### config.mk
export PLATFORM = sky130hd
export DESIGN_NAME = lcd_pattern_gen
export DESIGN_NICKNAME = d
export VERILOG_FILES = /design/src/rtl/lcd_pattern_gen.sv
export SDC_FILE = /design/constraint.sdc
export NUM_CORES = 1
export LEC_CHECK = 0
export ABC_AREA = 1
export CAP_MARGIN = 10
export CORE_ASPECT_RATIO = 1.75
export CORE_MARGIN = 1.5
export CORE_UTILIZATION = 40
export CTS_BUF_LIST = sky130_fd_sc_hd__clkbuf_4 sky130_fd_sc_hd__clkbuf_8 sky130_fd_sc_hd__clkbuf_16
export CTS_CLUSTER_SIZE = 25
export DETAILED_ROUTE_END_ITERATION = 8
export GPL_TIMING_DRIVEN = 0
export PLACE_DENSITY_LB_ADDON = 0.12
export SETUP_SLACK_MARGIN = 0.05
export SYNTH_ARGS = -nofsm -noshare
export SYNTH_HDL_FRONTEND = slang
export SYNTH_SLANG_ARGS = --single-unit
### constraint.sdc
create_clock -name PixelClk -period 4.3 [get_ports PixelClk]
set_input_delay 0.43 -clock PixelClk [delete_from_list [all_inputs] [get_ports PixelClk]]
set_output_delay 0.43 -clock PixelClk [all_outputs]
set_load 0.05 [all_outputs]
### src/rtl/lcd_pattern_gen.sv
// lcd_pattern_gen
//   Pixel-data stage that follows the LCD timing generator. It tracks the
//   active-area x/y position from the incoming DE/HSYNC/VSYNC, renders one of
//   four RGB565 test patterns and drives the panel pins. Syncs and DE are
//   delayed through the same two register stages as the colour, so every
//   output edge lags its input edge by exactly two PixelClk cycles.
//
//   Optional build macro: LCD_PATGEN_BORDER_EN
//     When defined, the outermost active row/column is forced white over any
//     pattern. The forcing is done in stage 2, so latency does not change.
//
// Ports
//   PixelClk     in   pixel clock
//   nRST         in   asynchronous active-low reset
//   in_de        in   data enable from timing generator (active-high)
//   in_hsync     in   hsync from timing generator (active-low)
//   in_vsync     in   vsync from timing generator (active-low)
//   pattern_sel  in   0 colour bars, 1 checkerboard, 2 gradient, 3 moving bar
//   LCD_DE       out  delayed in_de
//   LCD_HSYNC    out  delayed in_hsync
//   LCD_VSYNC    out  delayed in_vsync
//   LCD_R/G/B    out  RGB565 colour, zero while LCD_DE is low
//   frame_cnt    out  frames since reset, wraps 255 -> 0
module lcd_pattern_gen #(
  parameter int H_ACTIVE   = 800,
  parameter int V_ACTIVE   = 480,
  parameter int CHECK_LOG2 = 5,
  parameter int BAR_W      = 16,
  parameter int BAR_STEP   = 4
) (
  input  logic       PixelClk,
  input  logic       nRST,
  input  logic       in_de,
  input  logic       in_hsync,
  input  logic       in_vsync,
  input  logic [1:0] pattern_sel,
  output logic       LCD_DE,
  output logic       LCD_HSYNC,
  output logic       LCD_VSYNC,
  output logic [4:0] LCD_R,
  output logic [5:0] LCD_G,
  output logic [4:0] LCD_B,
  output logic [7:0] frame_cnt
);

  localparam int XW = $clog2(H_ACTIVE);
  localparam int YW = $clog2(V_ACTIVE);

  localparam logic [15:0] C_WHITE   = 16'hFFFF;
  localparam logic [15:0] C_YELLOW  = 16'hFFE0;
  localparam logic [15:0] C_CYAN    = 16'h07FF;
  localparam logic [15:0] C_GREEN   = 16'h07E0;
  localparam logic [15:0] C_MAGENTA = 16'hF81F;
  localparam logic [15:0] C_RED     = 16'hF800;
  localparam logic [15:0] C_BLUE    = 16'h001F;
  localparam logic [15:0] C_BLACK   = 16'h0000;

  // Colour-bar palette lookup, index 0 (left) .. 7 (right).
  function automatic logic [15:0] bar_colour(input logic [2:0] idx);
    logic [15:0] c;
    case (idx)
      3'd0:    c = C_WHITE;
      3'd1:    c = C_YELLOW;
      3'd2:    c = C_CYAN;
      3'd3:    c = C_GREEN;
      3'd4:    c = C_MAGENTA;
      3'd5:    c = C_RED;
      3'd6:    c = C_BLUE;
      3'd7:    c = C_BLACK;
      default: c = C_BLACK;
    endcase
    return c;
  endfunction

  // Position tracking and frame state
  logic [XW-1:0] x_r;
  logic [YW-1:0] y_r;
  logic          de_d_r;
  logic          vs_d_r;
  logic [7:0]    frame_cnt_r;
  logic [1:0]    pat_r;
  logic [XW-1:0] pos_r;

  // Stage 1
  logic [XW-1:0] s1_x_r;
  logic [YW-1:0] s1_y_r;
  logic          s1_de_r;
  logic          s1_hs_r;
  logic          s1_vs_r;

  // Combinational helpers
  logic          vs_fall_s;
  logic          de_fall_s;
  logic [XW:0]   pos_sum_s;
  logic [XW-1:0] pos_next_s;
  logic [15:0]   xe_s;
  logic [15:0]   ye_s;
  logic [2:0]    bar_idx_s;
  logic [15:0]   pat_colour_s;
  logic [15:0]   colour_s;

  assign vs_fall_s = vs_d_r & ~in_vsync;
  assign de_fall_s = de_d_r & ~in_de;
  assign frame_cnt = frame_cnt_r;

  // Bar position for the next frame; the bar wraps to the left edge once it
  // would start at or past the end of the line.
  always_comb begin
    pos_sum_s  = {1'b0, pos_r} + (XW+1)'(BAR_STEP);
    pos_next_s = pos_r;
    if (pos_sum_s >= (XW+1)'(H_ACTIVE)) begin
      pos_next_s = XW'(pos_sum_s - (XW+1)'(H_ACTIVE));
    end else begin
      pos_next_s = XW'(pos_sum_s);
    end
  end

  // Edge history, x/y counters and frame-boundary state.
  always_ff @(posedge PixelClk or negedge nRST) begin
    if (!nRST) begin
      x_r         <= {XW{1'b0}};
      y_r         <= {YW{1'b0}};
      de_d_r      <= 1'b0;
      vs_d_r      <= 1'b1;
      frame_cnt_r <= 8'd0;
      pat_r       <= 2'd0;
      pos_r       <= {XW{1'b0}};
    end else begin
      de_d_r <= in_de;
      vs_d_r <= in_vsync;

      // x is the column of the pixel currently on the input; it saturates so
      // an over-long DE repeats the last column.
      if (in_de) begin
        if (x_r != XW'(H_ACTIVE - 1)) begin
          x_r <= x_r + XW'(1);
        end else begin
          x_r <= x_r;
        end
      end else begin
        x_r <= {XW{1'b0}};
      end

      // vsync fall restarts the frame and overrides an end-of-line step.
      if (vs_fall_s) begin
        y_r <= {YW{1'b0}};
      end else if (de_fall_s && (y_r != YW'(V_ACTIVE - 1))) begin
        y_r <= y_r + YW'(1);
      end else begin
        y_r <= y_r;
      end

      if (vs_fall_s) begin
        frame_cnt_r <= frame_cnt_r + 8'd1;
        pat_r       <= pattern_sel;
        pos_r       <= pos_next_s;
      end else begin
        frame_cnt_r <= frame_cnt_r;
        pat_r       <= pat_r;
        pos_r       <= pos_r;
      end
    end
  end

  // Stage 1: capture position and timing of the current input pixel.
  always_ff @(posedge PixelClk or negedge nRST) begin
    if (!nRST) begin
      s1_x_r  <= {XW{1'b0}};
      s1_y_r  <= {YW{1'b0}};
      s1_de_r <= 1'b0;
      s1_hs_r <= 1'b1;
      s1_vs_r <= 1'b1;
    end else begin
      s1_x_r  <= x_r;
      s1_y_r  <= y_r;
      s1_de_r <= in_de;
      s1_hs_r <= in_hsync;
      s1_vs_r <= in_vsync;
    end
  end

  // Pattern rendering from the stage-1 position. Coordinates are widened so
  // bit selects above the counter width read as zero.
  always_comb begin
    xe_s         = 16'(s1_x_r);
    ye_s         = 16'(s1_y_r);
    bar_idx_s    = 3'd0;
    pat_colour_s = C_BLACK;
    for (int k = 1; k < 8; k++) begin
      if (xe_s >= 16'(k * H_ACTIVE / 8)) begin
        bar_idx_s = bar_idx_s + 3'd1;
      end else begin
        bar_idx_s = bar_idx_s;
      end
    end
    case (pat_r)
      2'd0: pat_colour_s = bar_colour(bar_idx_s);
      // Square containing the origin is white.
      2'd1: pat_colour_s = (xe_s[CHECK_LOG2] ^ ye_s[CHECK_LOG2]) ? C_BLACK : C_WHITE;
      2'd2: pat_colour_s = {xe_s[9:5], ye_s[8:3], ~xe_s[9:5]};
      // Compared at full width with no wrap, so the bar clips at the right edge.
      2'd3: pat_colour_s = ((xe_s >= 16'(pos_r)) && (xe_s < (16'(pos_r) + 16'(BAR_W))))
                           ? C_WHITE : C_BLACK;
      default: pat_colour_s = C_BLACK;
    endcase
  end

`ifdef LCD_PATGEN_BORDER_EN
  // Outermost active row/column forced white over the pattern.
  always_comb begin
    colour_s = pat_colour_s;
    if ((s1_x_r == {XW{1'b0}}) || (s1_x_r == XW'(H_ACTIVE - 1)) ||
        (s1_y_r == {YW{1'b0}}) || (s1_y_r == YW'(V_ACTIVE - 1))) begin
      colour_s = C_WHITE;
    end else begin
      colour_s = pat_colour_s;
    end
  end
`else
  assign colour_s = pat_colour_s;
`endif

  // Stage 2: panel pins; colour blanked whenever the delayed DE is low.
  always_ff @(posedge PixelClk or negedge nRST) begin
    if (!nRST) begin
      LCD_DE    <= 1'b0;
      LCD_HSYNC <= 1'b1;
      LCD_VSYNC <= 1'b1;
      LCD_R     <= 5'd0;
      LCD_G     <= 6'd0;
      LCD_B     <= 5'd0;
    end else begin
      LCD_DE    <= s1_de_r;
      LCD_HSYNC <= s1_hs_r;
      LCD_VSYNC <= s1_vs_r;
      if (s1_de_r) begin
        LCD_R <= colour_s[15:11];
        LCD_G <= colour_s[10:5];
        LCD_B <= colour_s[4:0];
      end else begin
        LCD_R <= 5'd0;
        LCD_G <= 6'd0;
        LCD_B <= 5'd0;
      end
    end
  end

endmodule
### Yosys cells after proc, flatten, opt, wreduce, memory -nomap -nowiden

Memory sizes are Yosys's and may differ from the RTL's.
Cells that the tools add are included.

* input port bits: 7
* memories: 1
* ROM bits: 128
* register bits after elaboration: 80

* mux-type cells: 18
* bitwise logic cells: 6
* reductions and logical operators: 4
* $add $sub $neg: 12
* magnitude comparators: 10
* eq/ne operators: 6

Memories
* (no name shown): words 8, width 16, read ports 1, clocked after Yosys merged registers in 0, wr ports 0, RTL line 61 `case (idx)`

Operators by type and width (count)
* $pmux 16 s4: 1
* $mux 16: 2
* $ge 10x9->1 const B: 3
* $mux 10: 3
* $ge 10x10->1 const B: 2
* $add 3x1->3 const B: 6
* $mux 3: 6
* $mux 9: 2
* $add 10x3->11 const B: 1
* $add 10x5->11 const B: 1
* $ge 11x10->1 const B: 1
* $lt 10x11->1: 1
* $add 10x1->10 const B: 1
* $ge 10x10->1: 1
* $ge 10x7->1 const B: 1
* $ge 10x8->1 const B: 1
* $mux 5: 2
* $ne 10x10->1 const B: 1
* $sub 10x10->10 const B: 1
* $add 9x1->9 const B: 1
* $ne 9x9->1 const B: 1
* $add 8x1->8 const B: 1
* $mux 6: 1
* $not 5->5: 1
* 10 further kinds: 14

### Longest topological paths before layout

An unclocked memory read counts as a cell.

* depth after elaboration: 17
* gate-level depth with buffers: 30
* mapped depth without buffers: 29

### Least setup slack after synthesis

Ideal clock, no wire load.

* path kind: flip-flop to flip-flop
* from: reg s1_x_r[8]
* to: reg LCD_G[5]
* data required time: 4.182 ns
* path slack: 0.654 ns
* cell stages (with the launch flop): 30
* clock period less this slack: 3.646 ns
* arrival: 3.529 ns
* path through: dfrtp_1 buf_4 nor2_1 inv_1 a21oi_1 ha_1 inv_1 nand3_1 nand2_4 inv_2 ha_1 nand2_1 nand2_1 nand2_1 nand3_1 and2_2 ha_1 nand2_1 nand2_1 ha_1 nand2_1 nand2_1 nand2_1 nor2_1 nor2_1 nand3_1 nand2_1 nand2_2 nand2_4 nor2_2

* word-level cells in the longest chain between the ends: 17
* elaborated cells on any way between the ends: 27
* those cells by class: 6 x add/sub; 9 x order compare; 10 x mux; 1 x reduce/logical; 1 x memory

RTL lines
* from (decl): RTL line 85 `logic [XW-1:0] s1_x_r;`
* from (signal assigned): RTL line 168 `s1_x_r <= {XW{1'b0}};`
* from (signal assigned): RTL line 174 `s1_x_r <= x_r;`
* $ge 10x7->1: RTL line 190 `if (xe_s >= 16'(k * H_ACTIVE / 8)) begin`
* $mux 1: RTL line 190
* $add 3x1->3: RTL line 191 `bar_idx_s = bar_idx_s + 3'd1;`
* $mux 3: RTL line 190
* $add 3x1->3: RTL line 191
* $mux 3: RTL line 190
* $add 3x1->3: RTL line 191
* $mux 3: RTL line 190
* $add 3x1->3: RTL line 191
* $mux 3: RTL line 190
* $add 3x1->3: RTL line 191
* $mux 3: RTL line 190
* $add 3x1->3: RTL line 191
* $mux 3: RTL line 190
* $mem_v2 8x16
* $pmux 16 s4 *: RTL line 196 `case (pat_r)`
* $mux 6 *: RTL line 236 `if (s1_de_r) begin`
* to (signal assigned): RTL line 238 `LCD_G <= colour_s[10:5];`
* to (decl): RTL line 41 `output logic [5:0] LCD_G,`

Mark *: on every way between the ends. The rest lies on a longest branch, timed or not.
A chain may end at the register's enable or synchronous reset.

### Worst setup path after layout

* from: reg s1_x_r[8]
* to: reg LCD_G[1]

Same word-level chain as after synthesis.

==> run metrics <==
CP required around 4500 ps; worst path arrival time 4100 ps; Worst R2R Setup Slack a little over 400 ps; Clock Path Buffers 2; sequential share of power a little over a third; DRC errors left 0; cell family with most CP delay simple AND/OR/NAND/NOR gates; pre-CTS setup slack around 220 ps; post-synthesis sequential area ratio around 45%; Post-CTS Setup Inserts 0; worst hold path class flip-flop to flip-flop; final hold viol count 0; Starting Density 40.96%; Root Buffer clkbuf_16; status finished clean; RD Place Congestion between 0.8 and 0.9; PD cells just under 500 nW/um^2; post-route design area 5122 um^2; Switch Pwr 834.1 uW; setup_tns 0 ps; first-pass GRT wire length between 15000 and 20000 um; Hold Path Origin s1_hs_r; # Max-Cap Violations 0; hold path endpoint LCD_HSYNC; Mapped Area roughly 4200 um^2; CTS tree yes; # diodes 0; Max Freq 0.2571 GHz; chip height about 140 um; clock network fraction of design power about a third; Top Ports 34; Core Rows 49; Synth Instances 512; Crit. End Element flip-flop; CP max stage delay between 400 and 500 ps; CP Class flip-flop to flip-flop; Sw Share 33.78%; syn_area_per_cell 8.240 um^2; number of library cell types mapped by synthesis 37; filler instances ~1k; clock period minus worst slack a little under 4000 ps; Clk pin slew, worst setup/hold paths about 50 ps; Hold Path Stages 0; CP Launch Type flip-flop; routed len/inst about 13 um; pin count of the biggest net entering global routing between 60 and 70; layout cells sized above 1 a little over an eighth; Setup Viol. Count Final 0; P_leak about 2.5 nW; total core area slightly above 10000 um^2; Reg2Reg Depth 29; RSZ-0062 raised after global routing false; Setup crit start s1_x_r[8]; worst-path fanout max 9; Internal around 1.6 mW; slew at the pin closest to its max-slew limit 522.9 ps; die width 80.64 um; Yosys Warn Count 0; final period utilization 90.46%; H-Tree Depth 3; antenna viol nets, final 0; via/cell ratio around 5.0; Syn-to-layout area delta 21.41%; DR vias about 3.5k; # port buffers 33; reg2reg end LCD_G[1]; detailed placement HPWL between 6000 and 7000 um; Routed WL 9177 um; Nets 593; Slew Viols, Final 0; multi-input logic area about 2100 um^2; die area 11200 um^2; CTS sink cnt 75; skew final between 8 and 9 ps; GRT Residual Overflow 0; VDD IR max 332.0 uV; Area after DPL ~4700 um^2; Rel. slew slack roughly two thirds; Register Area 1882 um^2; syn_nets 547; synthesized flop and latch total between 70 and 80; total track usage a little under a fifth; most frequent CP cell nand2_1; 1st-pass router iterations 4; vias in the first global route roughly 3.4k; worst r2r src s1_x_r[8]; Slowest-stage cell, CP dfrtp_1; post-route setup slack 410.1 ps; CTS Buf Count 9; 1st-iter DRT viols ~170; Hold Slack 353.6 ps; Gate power share 29.3%; initial antenna violation count 0; CP Buf/Inv Count 3; clk_lat worst skew 330 ps
==> metrics by stage <==
step                power [mW]  instances  util [%]
floorplan                1.396        512         -
global placement         1.611        672     45.71
detailed placement       1.626        673     45.95
CTS                      2.503        689     49.40
global route             2.620        689     49.73
finish                   2.469        689     49.73
==> logic make-up after synthesis <==
kind of cell    count (synthesis)  synth area share (%)
simple gates                  258                 28.14
flops                          75                 44.60
buf+inv                        72                 6.880
compound gates                 58                 7.711
fa+ha+maj                      28                 8.304
xor+xnor                       21                 4.359
==> cells in the mapped netlist (all sizes together) <==
cell | n | area [um^2]
nand2 | 106 | 457.9
nor2 | 86 | 347.8
dfrtp | 71 | 1777
inv | 64 | 240.2
nand3 | 45 | 257.8
ha | 28 | 350.3
o21ai | 27 | 142.6
a21oi | 21 | 105.1
xor2 | 16 | 140.1
nand4 | 9 | 56.30
nor3 | 8 | 40.04
buf | 5 | 38.78
xnor2 | 5 | 43.79
dfstp | 4 | 105.1
clkbuf | 3 | 11.26
a31oi | 2 | 12.51
o21a | 2 | 15.01
a211oi | 1 | 7.510
a22oi | 1 | 7.510
a2bb2oi | 1 | 8.760
a31o | 1 | 8.760
and2 | 1 | 7.510
and3 | 1 | 6.260
nand3b | 1 | 7.510
o2111ai | 1 | 8.760
o221ai | 1 | 8.760
or2 | 1 | 6.260
==> state kept, by name (all words and copies together) (netlist names) <==
name,cells
s1_x_r,10
x_r,10
y_r,9
frame_cnt,8
pos_r,8
LCD_G,6
s1_y_r,6
LCD_B,5
LCD_R,5
pat_r,2
LCD_DE,1
LCD_HSYNC,1
LCD_VSYNC,1
s1_de_r,1
s1_hs_r,1
s1_vs_r,1
==> power by group through the flow <==
stage / Combinational, mW / Sequential, mW / Clock [mW]
floorplan: 0.351 / 1.05 / 0
global placement: 0.712 / 0.899 / 0
detailed placement: 0.722 / 0.903 / 0
CTS: 0.730 / 0.892 / 0.881
global route: 0.805 / 0.902 / 0.913
finish: 0.723 / 0.890 / 0.857
==> cell usage in the layout, fill, tap and decap left out, drive strengths merged, types with 3 or more instances in the layout <==
cell type / count
buf: 7
nor2: 86
nand3: 45
dfstp: 4
bufinv: 3
ha: 28
dfrtp: 71
clkbuf: 14
nand2: 106
clkdlybuf4s50: 32
xor2: 16
nand4: 9
a21oi: 21
xnor2: 5
nor3: 8
inv: 64
o21ai: 27
==> worst max path at each step <==
stage,to,cells past startpoint
finish,LCD_G[1],29
global route,LCD_G[1],29
CTS,LCD_G[1],29
detailed placement,LCD_G[1],29
global placement,LCD_R[2],1
floorplan,LCD_G[5],29
==> cell type report <==
type                    count  area share, %
inverters                  64          4.690
flip-flops and latches     75          36.74
well taps                 127          3.102
clock buffers              11          4.812
clock inverters             4          1.930
repair buffers             35          7.132
multi-input cells         365          40.62
plain buffers               8         0.9770
==> metal layers <==
layer / GRT usage, % / share of wire, % / wire length (um) / vias up
met5: 0 / 0 / 0 / -
met4: 7.895 / 2.0 / 186 / 0
met3: 3.158 / 2.0 / 179 / 16
met2: 32.55 / 55 / 5014 / 48
met1: 20.03 / 41 / 3796 / 1663
li1: - / - / - / 1738
==> what timing repair did <==
item	in CTS	in global routing
setup endpoints to repair	0	6
resized for setup	0	6
hold buffers	1	0
hold endpoints to repair	6	0
Note: power is estimated with default switching activity, not from simulation.
